## config.mk

```make
export PLATFORM = sky130hd
export DESIGN_NAME = hilo_muldiv_unit_flat
export DESIGN_NICKNAME = d
export VERILOG_FILES = /design/src/rtl/hilo_muldiv_if.sv /design/src/rtl/hilo_muldiv_unit.sv /design/src/flat_wrapper.sv
export SDC_FILE = /design/constraint.sdc
export NUM_CORES = 1
export LEC_CHECK = 0
export CORE_MARGIN = 5
export CORE_UTILIZATION = 40
export CTS_CLUSTER_DIAMETER = 60
export DETAILED_ROUTE_END_ITERATION = 6
export DONT_BUFFER_PORTS = 1
export GPL_TIMING_DRIVEN = 0
export PLACE_DENSITY = 0.53
export SLEW_MARGIN = 20
export SYNTH_ARGS = -nofsm -noshare
export SYNTH_HDL_FRONTEND = slang
export SYNTH_SLANG_ARGS = --single-unit
```

## constraint.sdc

```tcl
create_clock -name clk_i -period 7.4 [get_ports clk_i]
set_input_delay 1.11 -clock clk_i [delete_from_list [all_inputs] [get_ports clk_i]]
set_output_delay 1.11 -clock clk_i [all_outputs]
set_load 0.03 [all_outputs]
```

## src/rtl/hilo_muldiv_if.sv

```systemverilog
// Request/response bundle between the EX stage and the HI/LO multiply/divide unit.
interface hilo_muldiv_if #(
    parameter int WIDTH = 32
);
    logic             start;
    logic [3:0]       op;
    logic [WIDTH-1:0] a;
    logic [WIDTH-1:0] b;
    logic             flush;
    logic             busy;
    logic             done;
    logic [WIDTH-1:0] hi;
    logic [WIDTH-1:0] lo;

    modport master (output start, op, a, b, flush, input busy, done, hi, lo);
    modport slave  (input start, op, a, b, flush, output busy, done, hi, lo);
endinterface

```

## src/rtl/hilo_muldiv_unit.sv

```systemverilog
// Iterative multiply/divide unit owning HI/LO: shift-add multiply, restoring divide,
// magnitude datapath with a single sign-fix cycle before the HI/LO write.
//
// state | meaning
// IDLE  | accepts start; mthi/mtlo write directly
// CALC  | one product/quotient bit per cycle, WIDTH cycles
// FIX   | sign correction, accumulate, HI/LO write
module hilo_muldiv_unit #(
    parameter int WIDTH = 32
) (
    input logic          clk_i,
    input logic          rst_i,
    hilo_muldiv_if.slave bus
);
    localparam int CW = $clog2(WIDTH);
    localparam int W2 = 2 * WIDTH;
    localparam logic [CW-1:0] CNT_LAST = CW'(WIDTH - 1);
    localparam logic [3:0] OP_MTHI = 4'd8;
    localparam logic [3:0] OP_MTLO = 4'd9;

    typedef enum logic [1:0] {S_IDLE, S_CALC, S_FIX} state_e;

    state_e            state_q, state_d;
    logic [CW-1:0]     cnt_q, cnt_d;
    logic [2:0]        op_q, op_d;
    logic              sgn_res_q, sgn_res_d;
    logic              sgn_rem_q, sgn_rem_d;
    logic [W2-1:0]     work_q, work_d;
    logic [WIDTH-1:0]  opb_q, opb_d;
    logic [WIDTH-1:0]  araw_q, araw_d;
    logic [WIDTH-1:0]  hi_q, hi_d;
    logic [WIDTH-1:0]  lo_q, lo_d;
    logic              done_q, done_d;

    logic              a_neg, b_neg, is_div;
    logic [WIDTH-1:0]  a_abs, b_abs;
    logic [WIDTH:0]    mul_sum, div_shift, div_sub;
    logic              div_ge;
    logic [WIDTH-1:0]  rem_next;
    logic [W2-1:0]     calc_work, prod_s, mul_res;
    logic [WIDTH-1:0]  quo_s, rem_s;

    // Even op codes in 0-7 are the signed variants.
    assign a_neg = bus.a[WIDTH-1] & ~bus.op[0];
    assign b_neg = bus.b[WIDTH-1] & ~bus.op[0];
    assign a_abs = a_neg ? -bus.a : bus.a;
    assign b_abs = b_neg ? -bus.b : bus.b;
    assign is_div = (op_q[2:1] == 2'b01);

    assign mul_sum   = {1'b0, work_q[W2-1:WIDTH]} + (work_q[0] ? {1'b0, opb_q} : '0);
    assign div_shift = {work_q[W2-1:WIDTH], work_q[WIDTH-1]};
    assign div_sub   = div_shift - {1'b0, opb_q};
    assign div_ge    = (div_shift >= {1'b0, opb_q});
    assign rem_next  = div_ge ? div_sub[WIDTH-1:0] : div_shift[WIDTH-1:0];
    assign calc_work = is_div ? {rem_next, work_q[WIDTH-2:0], div_ge}
                              : {mul_sum, work_q[WIDTH-1:1]};

    assign prod_s = sgn_res_q ? -work_q : work_q;
    assign quo_s  = sgn_res_q ? -work_q[WIDTH-1:0] : work_q[WIDTH-1:0];
    assign rem_s  = sgn_rem_q ? -work_q[W2-1:WIDTH] : work_q[W2-1:WIDTH];

    always_comb begin
        mul_res = prod_s;
        case (op_q)
            3'd4, 3'd5: mul_res = {hi_q, lo_q} + prod_s;
            3'd6, 3'd7: mul_res = {hi_q, lo_q} - prod_s;
            default:    mul_res = prod_s;
        endcase
    end

    always_comb begin
        state_d   = state_q;
        cnt_d     = cnt_q;
        op_d      = op_q;
        sgn_res_d = sgn_res_q;
        sgn_rem_d = sgn_rem_q;
        work_d    = work_q;
        opb_d     = opb_q;
        araw_d    = araw_q;
        hi_d      = hi_q;
        lo_d      = lo_q;
        done_d    = 1'b0;
        case (state_q)
            S_IDLE: begin
                if (bus.start && !bus.flush) begin
                    if (!bus.op[3]) begin
                        op_d      = bus.op[2:0];
                        sgn_res_d = a_neg ^ b_neg;
                        sgn_rem_d = a_neg;
                        work_d    = {{WIDTH{1'b0}}, a_abs};
                        opb_d     = b_abs;
                        araw_d    = bus.a;
                        cnt_d     = '0;
                        state_d   = S_CALC;
                    end else if (bus.op == OP_MTHI) begin
                        hi_d = bus.a;
                    end else if (bus.op == OP_MTLO) begin
                        lo_d = bus.a;
                    end
                end
            end
            S_CALC: begin
                if (bus.flush) begin
                    state_d = S_IDLE;
                end else begin
                    work_d = calc_work;
                    cnt_d  = cnt_q + CW'(1);
                    if (cnt_q == CNT_LAST) state_d = S_FIX;
                end
            end
            S_FIX: begin
                state_d = S_IDLE;
                if (!bus.flush) begin
                    done_d = 1'b1;
                    if (!is_div) begin
                        {hi_d, lo_d} = mul_res;
                    end else if (opb_q == '0) begin
                        // Zero divisor: report the untouched dividend, quotient saturated.
                        hi_d = araw_q;
                        lo_d = '1;
                    end else begin
                        hi_d = rem_s;
                        lo_d = quo_s;
                    end
                end
            end
            default: state_d = S_IDLE;
        endcase
    end

    always_ff @(posedge clk_i) begin
        if (rst_i) begin
            state_q   <= S_IDLE;
            cnt_q     <= '0;
            op_q      <= '0;
            sgn_res_q <= 1'b0;
            sgn_rem_q <= 1'b0;
            work_q    <= '0;
            opb_q     <= '0;
            araw_q    <= '0;
            hi_q      <= '0;
            lo_q      <= '0;
            done_q    <= 1'b0;
        end else begin
            state_q   <= state_d;
            cnt_q     <= cnt_d;
            op_q      <= op_d;
            sgn_res_q <= sgn_res_d;
            sgn_rem_q <= sgn_rem_d;
            work_q    <= work_d;
            opb_q     <= opb_d;
            araw_q    <= araw_d;
            hi_q      <= hi_d;
            lo_q      <= lo_d;
            done_q    <= done_d;
        end
    end

    assign bus.busy = (state_q != S_IDLE);
    assign bus.done = done_q;
    assign bus.hi   = hi_q;
    assign bus.lo   = lo_q;
endmodule

```

## src/flat_wrapper.sv

```systemverilog
// flat-port wrapper written by rule: the top's interface ports become plain ports
module hilo_muldiv_unit_flat 
#(
    parameter int WIDTH = 32
)
  (clk_i, rst_i, bus_start, bus_op, bus_a, bus_b, bus_flush, bus_busy, bus_done, bus_hi, bus_lo);
  hilo_muldiv_if #(.WIDTH(WIDTH)) bus_i ();
  input logic clk_i;
  input logic rst_i;
  input wire logic [$bits(bus_i.start)-1:0] bus_start;
  input wire logic [$bits(bus_i.op)-1:0] bus_op;
  input wire logic [$bits(bus_i.a)-1:0] bus_a;
  input wire logic [$bits(bus_i.b)-1:0] bus_b;
  input wire logic [$bits(bus_i.flush)-1:0] bus_flush;
  output wire logic [$bits(bus_i.busy)-1:0] bus_busy;
  output wire logic [$bits(bus_i.done)-1:0] bus_done;
  output wire logic [$bits(bus_i.hi)-1:0] bus_hi;
  output wire logic [$bits(bus_i.lo)-1:0] bus_lo;
  assign bus_i.start = bus_start;
  assign bus_i.op = bus_op;
  assign bus_i.a = bus_a;
  assign bus_i.b = bus_b;
  assign bus_i.flush = bus_flush;
  assign bus_busy = bus_i.busy;
  assign bus_done = bus_i.done;
  assign bus_hi = bus_i.hi;
  assign bus_lo = bus_i.lo;
  hilo_muldiv_unit #(.WIDTH(WIDTH)) u_core (.clk_i(clk_i), .rst_i(rst_i), .bus(bus_i));
endmodule
```

Word-level counts from Yosys, hierarchy flattened --
Cells that the tools add are included.
Storage, ports and cells: flip-flop bits (word level) 205, bits of input ports 72, output and inout port bits 66, word-level logic and storage cells 100
Cells by class: add/subtract/negate cells 10, magnitude comparators 1, eq/ne operators 19, multiplexer cells 38, bitwise gates (word level) 6, reduce and logical (&&, ||, !) cells 15
Operators with widths (count):
- $mux W32 | 19
- $mux W64 | 5
- $pmux W64 S2 | 2
- $neg A32 Y32 | 4
- $pmux W32 S2 | 2
- $add A64 B64 Y64 | 1
- $neg A64 Y64 | 1
- $sub A64 B64 Y64 | 1
- $add A32 B32 Y33 | 1
- $ge A33 B32 Y1 | 1
- $logic_not A32 Y1 | 1
- $sub A32 B32 Y32 | 1
- $mux W5 | 3
- $eq A3 B3 Y1 const B | 4
- $ne A2 B2 Y1 const B | 5
- $pmux W5 S2 | 1
- $eq A4 B4 Y1 const B | 2
- $mux W2 | 4
- $ne A2 B1 Y1 const B | 3
- $reduce_and A3 Y1 | 2
- $reduce_and A6 Y1 | 1
- $reduce_bool A2 Y1 | 3
- $reduce_or A2 Y1 | 3
- $add A5 B1 Y5 const B | 1
- 14 further kinds | 18

Longest topological paths before layout --
Gate-level depths: netlist of the first run.
depth in word-level cells 7, mapped depth 30, depth with buffers taken out 25

Worst setup path before layout of the first run --
Ideal clock, no wire load.
kind register to register, start point reg u_core.work_q[0], end point reg u_core.hi_q[30] (netlist: u_core.bus.hi[30]), library setup time 0.101 ns, arrival 6.487 ns, data required time 7.299 ns, setup slack 0.812 ns, cell stages (with the launch flop) 30, path buffers 6, clock period less this slack 6.588 ns, cell sequence dfxtp_1 -> clkbuf_1 -> clkinv_1 -> clkbuf_1 -> ha_1 -> or4b_1 -> buf_2 -> or4_4 -> buf_6 -> o41ai_4 -> xor2_1 -> nand4_1 -> nor3b_2 -> or4b_1 -> buf_2 -> o21ai_0 -> xor2_1 -> ha_1 -> clkbuf_1 -> a21o_1 -> a21o_1 -> a21oi_1 -> nor2_1 -> a211oi_1 -> o31a_1 -> o31ai_1 -> a221oi_1 -> xnor2_1 -> nor3_1 -> o41ai_1
On the way: word-level cells in the longest chain between the ends 7, elaborated cells between the ends (all ways) 8, classes of those cells add/sub: 3; mux: 5
RTL lines:
- start, declared | RTL line hilo_muldiv_unit.sv:28 | logic [W2-1:0] work_q, work_d;
- start signal, assigned | RTL line hilo_muldiv_unit.sv:150 | work_q <= work_d;
- $neg A64 Y64 | RTL line hilo_muldiv_unit.sv:58 | assign prod_s = sgn_res_q ? -work_q : work_q;
- $mux W64 (*) | RTL line hilo_muldiv_unit.sv:58
- $sub A64 B64 Y64 / $add A64 B64 Y64 (equally long branches) | RTL line hilo_muldiv_unit.sv:66, hilo_muldiv_unit.sv:65
- $pmux W64 S2 (*) | RTL line hilo_muldiv_unit.sv:64 | case (op_q)
- $mux W32 (*) | RTL line hilo_muldiv_unit.sv:115 | if (!is_div) begin
- $mux W32 (*) | RTL line hilo_muldiv_unit.sv:113 | if (!bus.flush) begin
- $pmux W32 S2 (*) | RTL line hilo_muldiv_unit.sv:83 | case (state_q)
- end signal, assigned | RTL line hilo_muldiv_unit.sv:153 | hi_q <= hi_d;
- end, declared | RTL line hilo_muldiv_unit.sv:31 | logic [WIDTH-1:0] hi_q, hi_d;
Every way passes the cells marked *; elsewhere a longest branch is shown, timed or not. The select of a mux whose other input is x is not followed. A chain may end at the register's enable or synchronous reset.

Final worst setup path of the first run --
start point reg u_core.work_q[0], end point reg u_core.hi_q[28] (netlist: u_core.bus.hi[28])
The elaborated chain is that of the path after synthesis.

==> results of run 1 <==
==> worst max path at each step <==
stage	end	start	slack, ns	cells after the start
after global placement	u_core.bus.hi[30]	u_core.work_q[0]	-2.33	27
after floorplan	u_core.bus.hi[30]	u_core.work_q[0]	0.81	29
after CTS	u_core.bus.hi[24]	u_core.work_q[0]	0.001	28
after global routing	u_core.bus.hi[30]	u_core.work_q[0]	-0.06	27
after detailed placement	u_core.bus.hi[30]	u_core.work_q[0]	-2.00	27
final	u_core.bus.hi[28]	u_core.work_q[0]	0.15	28
==> area by class of cell <==
class                   count  area, µm²
fillers                  5671      29700
multi-input cells        2574      16700
flip-flops and latches    204       4090
plain buffers             236        948
well taps                 696        871
clock buffers              40        860
inverters                  79        302
clock inverters            12        190
repair buffers             20        148
diodes                      5       12.5
==> cells in the mapped netlist, types with 36 or more instances <==
master / instances
sky130_fd_sc_hd__xnor2_1: 146
sky130_fd_sc_hd__nand2_1: 379
sky130_fd_sc_hd__xor2_1: 186
sky130_fd_sc_hd__a21oi_1: 349
sky130_fd_sc_hd__nor3_1: 61
sky130_fd_sc_hd__o21ai_0: 227
sky130_fd_sc_hd__a211oi_1: 70
sky130_fd_sc_hd__a31oi_1: 36
sky130_fd_sc_hd__clkbuf_1: 196
sky130_fd_sc_hd__inv_1: 77
sky130_fd_sc_hd__nor2_1: 261
sky130_fd_sc_hd__nand3_1: 61
sky130_fd_sc_hd__nor4_1: 56
sky130_fd_sc_hd__o211ai_1: 50
sky130_fd_sc_hd__a21o_1: 65
sky130_fd_sc_hd__dfxtp_1: 204
sky130_fd_sc_hd__ha_1: 133
==> flip-flops by register name (all words and copies together), names as in the netlist, 2 cells and up <==
name	flops
u_core.araw_q	32
u_core.bus.hi	32
u_core.bus.lo	32
u_core.cnt_q	5
u_core.op_q	2
u_core.opb_q	32
u_core.state_q	2
u_core.work_q	64
==> repair_timing <==
item | 4_1_cts | 5_1_grt
setup endpoints to repair | 39 | 16
buffers inserted | 8 | 11
gates resized for setup | 39 | 39
gates cloned | 0 | 0
pin swaps | 8 | 16
==> worst max-delay path, delay by kind of cell, from the launching register on <==
family	cells	cell delay [ns]
buf+inv	6	1.17
fa+ha+maj	2	0.44
xor+xnor	3	0.62
compound gates	8	2.03
flops	1	0.41
simple gates	9	2.50
==> per-stage QoR <==
stage / TNS, ns / instance area, µm² / setup WS [ns] / cells / hold slack, ns
after floorplan: 0 / 21700 / 0.812 / 3097 / 0.432
after global placement: -50.41 / 22600 / -2.33 / 3793 / 0.441
after detailed placement: -37.94 / 22600 / -2.00 / 3794 / 0.447
after CTS: 0 / 23900 / 0.00109 / 3852 / 0.454
after global routing: -0.167 / 24100 / -0.0560 / 3861 / 0.470
final: 0 / 24100 / 0.152 / 3866 / 0.455
==> per-layer routing <==
metal	global-route usage [%]	vias up	routed length, µm
li1	-	11354	-
met1	44.5	11741	44300
met2	52.1	1307	45500
met3	6.18	289	9290
met4	18.5	2	6910
met5	0	-	13
==> kinds of logic after synthesis <==
| logic type | Yosys count | share of synthesized area [%] |
|---|---|---|
| mux | 34 | 1.57 |
| fa+ha+maj | 136 | 7.94 |
| flops | 204 | 18.8 |
| compound gates | 1045 | 30.5 |
| simple gates | 1027 | 22.1 |
| xor+xnor | 332 | 13.4 |
| buf+inv | 319 | 5.70 |
==> report_power, final <==
group / switching [mW] / internal, mW / leakage, nW
registers: 0.0454 / 1.13 / 1.65
clock network: 0.606 / 0.952 / 0.506
logic: 1.02 / 0.502 / 7.08
==> run_summary.xml, run 1 <==
<?xml version="1.0" encoding="UTF-8"?>
<metrics>
  <group name="placement">
    <metric name="gpl.final_weighted_congestion" unit="">0.995</metric>
    <metric name="place_hpwl" unit="µm">84900</metric>
    <metric name="number_of_i_o_port_buffers" unit="">0</metric>
  </group>
  <group name="routing">
    <metric name="first_iter_violations" unit="">2550</metric>
    <metric name="route.final.wire_length" unit="µm">106000</metric>
    <metric name="detail_route.drc_violations" unit="">0</metric>
    <metric name="drt-wirelength-per-cell" unit="µm">27.4</metric>
    <metric name="avgViaCountPerCell" unit="">6.39</metric>
    <metric name="dr_total_vias" unit="">24693</metric>
    <metric name="drt.antenna.violating_nets" unit="">0</metric>
    <metric name="detailed_routing_iterations_pass_1" unit="">6</metric>
  </group>
  <group name="clock_network">
    <metric name="clk_pin_slew_worst_paths" unit="ns">0.06</metric>
    <metric name="cts_buffer_depth" unit="">3</metric>
    <metric name="clk_root_buffer_cell" unit="">sky130_fd_sc_hd__clkbuf_16</metric>
    <metric name="ctsHtreeMaxLevel" unit="">1</metric>
    <metric name="clock_latency" unit="ns">0.62</metric>
    <metric name="tritoncts" unit="">built</metric>
    <metric name="ctsHoldBuffers" unit="">0</metric>
    <metric name="clkSinkCount" unit="">204</metric>
    <metric name="numCtsBuffers" unit="">31</metric>
  </group>
  <group name="worst_hold_path">
    <metric name="hold_depth" unit="">2</metric>
    <metric name="worst_hold_startpoint" unit="">u_core.araw_q[16]</metric>
    <metric name="holdCritPathClass" unit="">register to register</metric>
    <metric name="worst_hold_path.endpoint" unit="">u_core.araw_q[16]</metric>
  </group>
  <group name="synthesis">
    <metric name="synthDistinctLibCells" unit="">80</metric>
    <metric name="syn_area_per_cell" unit="µm²">7.01</metric>
    <metric name="synth_fp_nets" unit="">3305</metric>
    <metric name="ys_warn_count" unit="">0</metric>
    <metric name="synth-edff-count" unit="">0</metric>
    <metric name="syn-instance-count" unit="">3097</metric>
    <metric name="synth.area.top_cells" unit="">sky130_fd_sc_hd__dfxtp_1 19%, sky130_fd_sc_hd__a21oi_1 8.0%, sky130_fd_sc_hd__ha_1 7.7%</metric>
    <metric name="postSynth.topFlopCell" unit="">sky130_fd_sc_hd__dfxtp_1</metric>
    <metric name="synth.yosys.seq_area_share" unit="%">18.8</metric>
    <metric name="synth_seq_cells" unit="">204</metric>
    <metric name="synth.largest_area_cell" unit="">sky130_fd_sc_hd__dfxtp_1</metric>
    <metric name="netlist_area_before_placement" unit="µm²">21700</metric>
    <metric name="ys_async_sr_fraction" unit="%">0</metric>
    <metric name="yosysTopAreaCellShare" unit="%">18.8</metric>
  </group>
  <group name="critical_path">
    <metric name="r2r_start" unit="">u_core.work_q[0]</metric>
    <metric name="timing.critical_path.to_type" unit="">register</metric>
    <metric name="startpoint_type_of_the_worst_setup_path" unit="">register</metric>
    <metric name="reg2reg_slack" unit="ns">0.15</metric>
    <metric name="cp.required" unit="ns">7.93</metric>
    <metric name="rr_worst_depth" unit="">28</metric>
    <metric name="worst-endpoint-arrival" unit="ns">7.78</metric>
    <metric name="crit_fanout" unit="">10</metric>
    <metric name="worstReg2RegEnd" unit="">u_core.bus.hi[28]</metric>
    <metric name="timing.critical_path.slowest_cell_delay" unit="ns">0.52</metric>
    <metric name="critical_path.slowest_cell" unit="">sky130_fd_sc_hd__or4_4</metric>
    <metric name="timing_worst_setup_path_type" unit="">register to register</metric>
  </group>
  <group name="cells_and_area">
    <metric name="syn_to_final_growth" unit="%">11.2</metric>
    <metric name="design.final.nets" unit="">3354</metric>
    <metric name="post-route-util" unit="%">44.9</metric>
    <metric name="final_cell_mix" unit="">379 x sky130_fd_sc_hd__nand2_1, 348 x sky130_fd_sc_hd__a21oi_1, 259 x sky130_fd_sc_hd__nor2_1, 218 x sky130_fd_sc_hd__o21ai_0, 203 x sky130_fd_sc_hd__dfxtp_1</metric>
    <metric name="mostFrequentLayoutCell" unit="">sky130_fd_sc_hd__nand2_1</metric>
    <metric name="layout-drive-gt1-share" unit="%">5.43</metric>
  </group>
  <group name="sta">
    <metric name="relSlewSlack" unit="%">20.5</metric>
    <metric name="clock-skew-final" unit="ns">0.0247</metric>
    <metric name="final_number_of_setup_violating_endpoints" unit="">0</metric>
    <metric name="clock.fmax" unit="GHz">0.138</metric>
    <metric name="timing_max_transition_violations_final" unit="">0</metric>
    <metric name="finalCritPeriodShare" unit="%">97.9</metric>
    <metric name="tightest_slew" unit="ns">1.19</metric>
    <metric name="final_hold_viol_count" unit="">0</metric>
    <metric name="finalCriticalPeriod" unit="ns">7.25</metric>
  </group>
  <group name="job">
    <metric name="drv_cap" unit="">0</metric>
  </group>
  <group name="floorplanning">
    <metric name="ios" unit="">138</metric>
    <metric name="die_h" unit="µm">243</metric>
    <metric name="initial_utilization" unit="%">40.3</metric>
    <metric name="core-area" unit="µm²">53800</metric>
    <metric name="placement_rows" unit="">85</metric>
    <metric name="area_enclosed_by_the_die_boundary" unit="µm²">59000</metric>
    <metric name="die_width" unit="µm">243</metric>
  </group>
  <group name="outcome">
    <metric name="status" unit="">completed</metric>
  </group>
  <group name="global_routing">
    <metric name="grt_max_degree" unit="">17</metric>
    <metric name="grt_antenna_before_repair" unit="">2</metric>
    <metric name="grt_first_pass_wirelength" unit="µm">152000</metric>
    <metric name="globalRouteTotalUtil" unit="%">33.7</metric>
    <metric name="grt_remaining_overflow" unit="">0</metric>
    <metric name="first_global_vias" unit="">23107</metric>
  </group>
  <group name="power_and_ir_drop">
    <metric name="post-layout-total-power" unit="mW">4.26</metric>
    <metric name="power-per-cell-area" unit="nW/µm²">176</metric>
    <metric name="ir_drop" unit="mV">0.171</metric>
    <metric name="cellLeakagePower" unit="nW">9.24</metric>
  </group>
</metrics>
Note: power is estimated with default switching activity, not from simulation.
==> run 2, diff against run 1 <==
--- a/config.mk
+++ b/config.mk
@@ -6,13 +6,14 @@
 export NUM_CORES = 1
 export LEC_CHECK = 0
 export CORE_MARGIN = 5
-export CORE_UTILIZATION = 40
+export CORE_UTILIZATION = 50
 export CTS_CLUSTER_DIAMETER = 60
 export DETAILED_ROUTE_END_ITERATION = 6
 export DONT_BUFFER_PORTS = 1
 export GPL_TIMING_DRIVEN = 0
-export PLACE_DENSITY = 0.53
+export PLACE_DENSITY = 0.64
 export SLEW_MARGIN = 20
 export SYNTH_ARGS = -nofsm -noshare
 export SYNTH_HDL_FRONTEND = slang
 export SYNTH_SLANG_ARGS = --single-unit
+export TNS_END_PERCENT = 30
==> run_summary.xml, run 2 (synthesis gave the netlist of run 1 again) <==
<?xml version="1.0" encoding="UTF-8"?>
<metrics>
  <group name="placement">
    <metric name="number_of_i_o_port_buffers" unit="">0</metric>
    <metric name="gpl.final_weighted_congestion" unit="">1.05</metric>
    <metric name="place_hpwl" unit="µm">79000</metric>
  </group>
  <group name="routing">
    <metric name="dr_total_vias" unit="">24862</metric>
    <metric name="detailed_routing_iterations_pass_1" unit="">7</metric>
    <metric name="drt-wirelength-per-cell" unit="µm">26.5</metric>
    <metric name="detail_route.drc_violations" unit="">5</metric>
    <metric name="avgViaCountPerCell" unit="">6.64</metric>
    <metric name="drt.antenna.violating_nets" unit="">0</metric>
    <metric name="route.final.wire_length" unit="µm">99300</metric>
    <metric name="first_iter_violations" unit="">3207</metric>
  </group>
  <group name="clock_network">
    <metric name="tritoncts" unit="">built</metric>
    <metric name="ctsHtreeMaxLevel" unit="">1</metric>
    <metric name="clk_pin_slew_worst_paths" unit="ns">0.06</metric>
    <metric name="numCtsBuffers" unit="">30</metric>
    <metric name="cts_buffer_depth" unit="">3</metric>
    <metric name="clock_latency" unit="ns">0.60</metric>
    <metric name="ctsHoldBuffers" unit="">0</metric>
    <metric name="clkSinkCount" unit="">204</metric>
    <metric name="clk_root_buffer_cell" unit="">sky130_fd_sc_hd__clkbuf_16</metric>
  </group>
  <group name="outcome">
    <metric name="status" unit="">complete, but fails checks</metric>
    <metric name="violations" unit="">DRC</metric>
  </group>
  <group name="floorplanning">
    <metric name="die_width" unit="µm">218</metric>
    <metric name="initial_utilization" unit="%">50.5</metric>
    <metric name="die_h" unit="µm">218</metric>
    <metric name="placement_rows" unit="">76</metric>
    <metric name="area_enclosed_by_the_die_boundary" unit="µm²">47700</metric>
    <metric name="ios" unit="">138</metric>
    <metric name="core-area" unit="µm²">43000</metric>
  </group>
  <group name="cells_and_area">
    <metric name="design.final.nets" unit="">3345</metric>
    <metric name="largest_register_ffs" unit="">64</metric>
    <metric name="footprint_of_the_multi_input_gates" unit="µm²">16600</metric>
    <metric name="layout-drive-gt1-share" unit="%">5.00</metric>
    <metric name="n_fill_cell" unit="">4317</metric>
    <metric name="syn_to_final_growth" unit="%">9.75</metric>
    <metric name="mostFrequentLayoutCell" unit="">sky130_fd_sc_hd__nand2_1</metric>
    <metric name="largest_register" unit="">u_core.work_q</metric>
    <metric name="register_area" unit="µm²">4090</metric>
    <metric name="final_cell_mix" unit="">378 x sky130_fd_sc_hd__nand2_1, 348 x sky130_fd_sc_hd__a21oi_1, 259 x sky130_fd_sc_hd__nor2_1, 222 x sky130_fd_sc_hd__o21ai_0, 203 x sky130_fd_sc_hd__dfxtp_1</metric>
  </group>
  <group name="power_and_ir_drop">
    <metric name="cellLeakagePower" unit="nW">9.15</metric>
    <metric name="post-layout-total-power" unit="mW">4.16</metric>
    <metric name="power-per-cell-area" unit="nW/µm²">175</metric>
    <metric name="ir_drop" unit="mV">0.186</metric>
  </group>
  <group name="critical_path">
    <metric name="r2r_start" unit="">u_core.work_q[0]</metric>
    <metric name="worst-endpoint-arrival" unit="ns">7.73</metric>
    <metric name="crit_fanout" unit="">16</metric>
    <metric name="startpoint_type_of_the_worst_setup_path" unit="">register</metric>
    <metric name="reg2reg_slack" unit="ns">0.11</metric>
    <metric name="timing.critical_path.slowest_cell_delay" unit="ns">0.53</metric>
    <metric name="worstSetupEndpoint" unit="">u_core.bus.hi[27]</metric>
    <metric name="timing.critical_path.to_type" unit="">register</metric>
    <metric name="timing_worst_setup_path_type" unit="">register to register</metric>
    <metric name="rr_worst_depth" unit="">26</metric>
    <metric name="critical_path.n_buffers_inverters" unit="">4</metric>
    <metric name="worstReg2RegEnd" unit="">u_core.bus.hi[27]</metric>
    <metric name="critical_path.slowest_cell" unit="">sky130_fd_sc_hd__or4_4</metric>
    <metric name="worstSetupPathDepth" unit="">26</metric>
    <metric name="cp.required" unit="ns">7.84</metric>
    <metric name="worst_path_dominant_cell_family" unit="">simple AND/OR/NAND/NOR gates</metric>
    <metric name="crit_start" unit="">u_core.work_q[0]</metric>
  </group>
  <group name="global_routing">
    <metric name="globalRouteTotalUtil" unit="%">39.9</metric>
    <metric name="grt_remaining_overflow" unit="">0</metric>
    <metric name="grt_max_degree" unit="">16</metric>
    <metric name="grt_first_pass_wirelength" unit="µm">146000</metric>
    <metric name="first_global_vias" unit="">23335</metric>
    <metric name="grt_antenna_before_repair" unit="">2</metric>
  </group>
  <group name="sta">
    <metric name="timing_max_transition_violations_final" unit="">0</metric>
    <metric name="final_hold_viol_count" unit="">0</metric>
    <metric name="finalCriticalPeriod" unit="ns">7.29</metric>
    <metric name="clock-skew-final" unit="ns">0.0244</metric>
    <metric name="relSlewSlack" unit="%">17.4</metric>
    <metric name="tns" unit="ns">0</metric>
    <metric name="clock.fmax" unit="GHz">0.137</metric>
    <metric name="finalCritPeriodShare" unit="%">98.5</metric>
    <metric name="tightest_slew" unit="ns">1.23</metric>
    <metric name="final_number_of_setup_violating_endpoints" unit="">0</metric>
  </group>
  <group name="worst_hold_path">
    <metric name="holdCritPathClass" unit="">register to register</metric>
  </group>
  <group name="job">
    <metric name="drv_cap" unit="">0</metric>
  </group>
</metrics>
[run 2: cell type report]
type	instances	area share, %
sequential	204	17.2
inverter	79	1.27
tap	585	3.07
clock inverter	17	0.867
multi-input combinational	2574	69.8
timing repair buffer	15	0.462
antenna	3	0.0315
clock buffer	35	3.44
buffer	233	3.88
[run 2: repair_timing]
item / 4_1_cts / 5_1_grt
pin swaps: 4 / 13
buffers inserted: 7 / 7
setup endpoints to repair: 39 / 13
resized for setup: 35 / 22
cloned: 0 / 0
hold endpoints to repair: 0 / 0
[run 2: report_power, final]
group,switching (mW),total [mW],leakage (nW),internal (mW)
combinational,0.989,1.48,7.00,0.493
sequential,0.0461,1.17,1.65,1.13
clock,0.610,1.51,0.495,0.898
total,1.65,4.16,9.15,2.52
[run 2: metal layers]
metal	track usage [%]	routed length, µm	vias to the layer above
li1	-	-	11341
met1	51.6	39600	11708
met2	60.6	41100	1480
met3	7.48	10400	329
met4	26.9	8150	4
met5	0	23	-
[run 2: through the flow]
stage	utilization (%)	hold slack (ns)	area [µm²]	setup WS, ns	instances
after detailed placement	52.3	0.449	22500	-1.96	3683
after floorplan	-	0.432	21700	0.812	3097
final	55.4	0.459	23800	0.114	3745
after CTS	55.1	0.457	23700	0.0221	3740
after global routing	55.4	0.471	23800	-0.0170	3742
after global placement	52.2	0.443	22400	-2.15	3682
[run 2: worst min-delay path by stage]
stage / cells after the start / end / slack (ns) / startpoint
after floorplan: 2 / u_core.araw_q[12] / 0.43 / u_core.araw_q[12]
after global placement: 2 / u_core.araw_q[12] / 0.44 / u_core.araw_q[12]
after detailed placement: 2 / u_core.araw_q[12] / 0.45 / u_core.araw_q[12]
after CTS: 2 / u_core.araw_q[12] / 0.46 / u_core.araw_q[12]
after global routing: 2 / u_core.araw_q[12] / 0.47 / u_core.araw_q[12]
final: 2 / u_core.araw_q[29] / 0.46 / u_core.araw_q[29]
[run 2: worst min-delay path: stages (launching register included)]
cell and delay (ns):
sky130_fd_sc_hd__dfxtp_1 0.31, sky130_fd_sc_hd__nand2_1 0.05, sky130_fd_sc_hd__a21oi_1 0.05
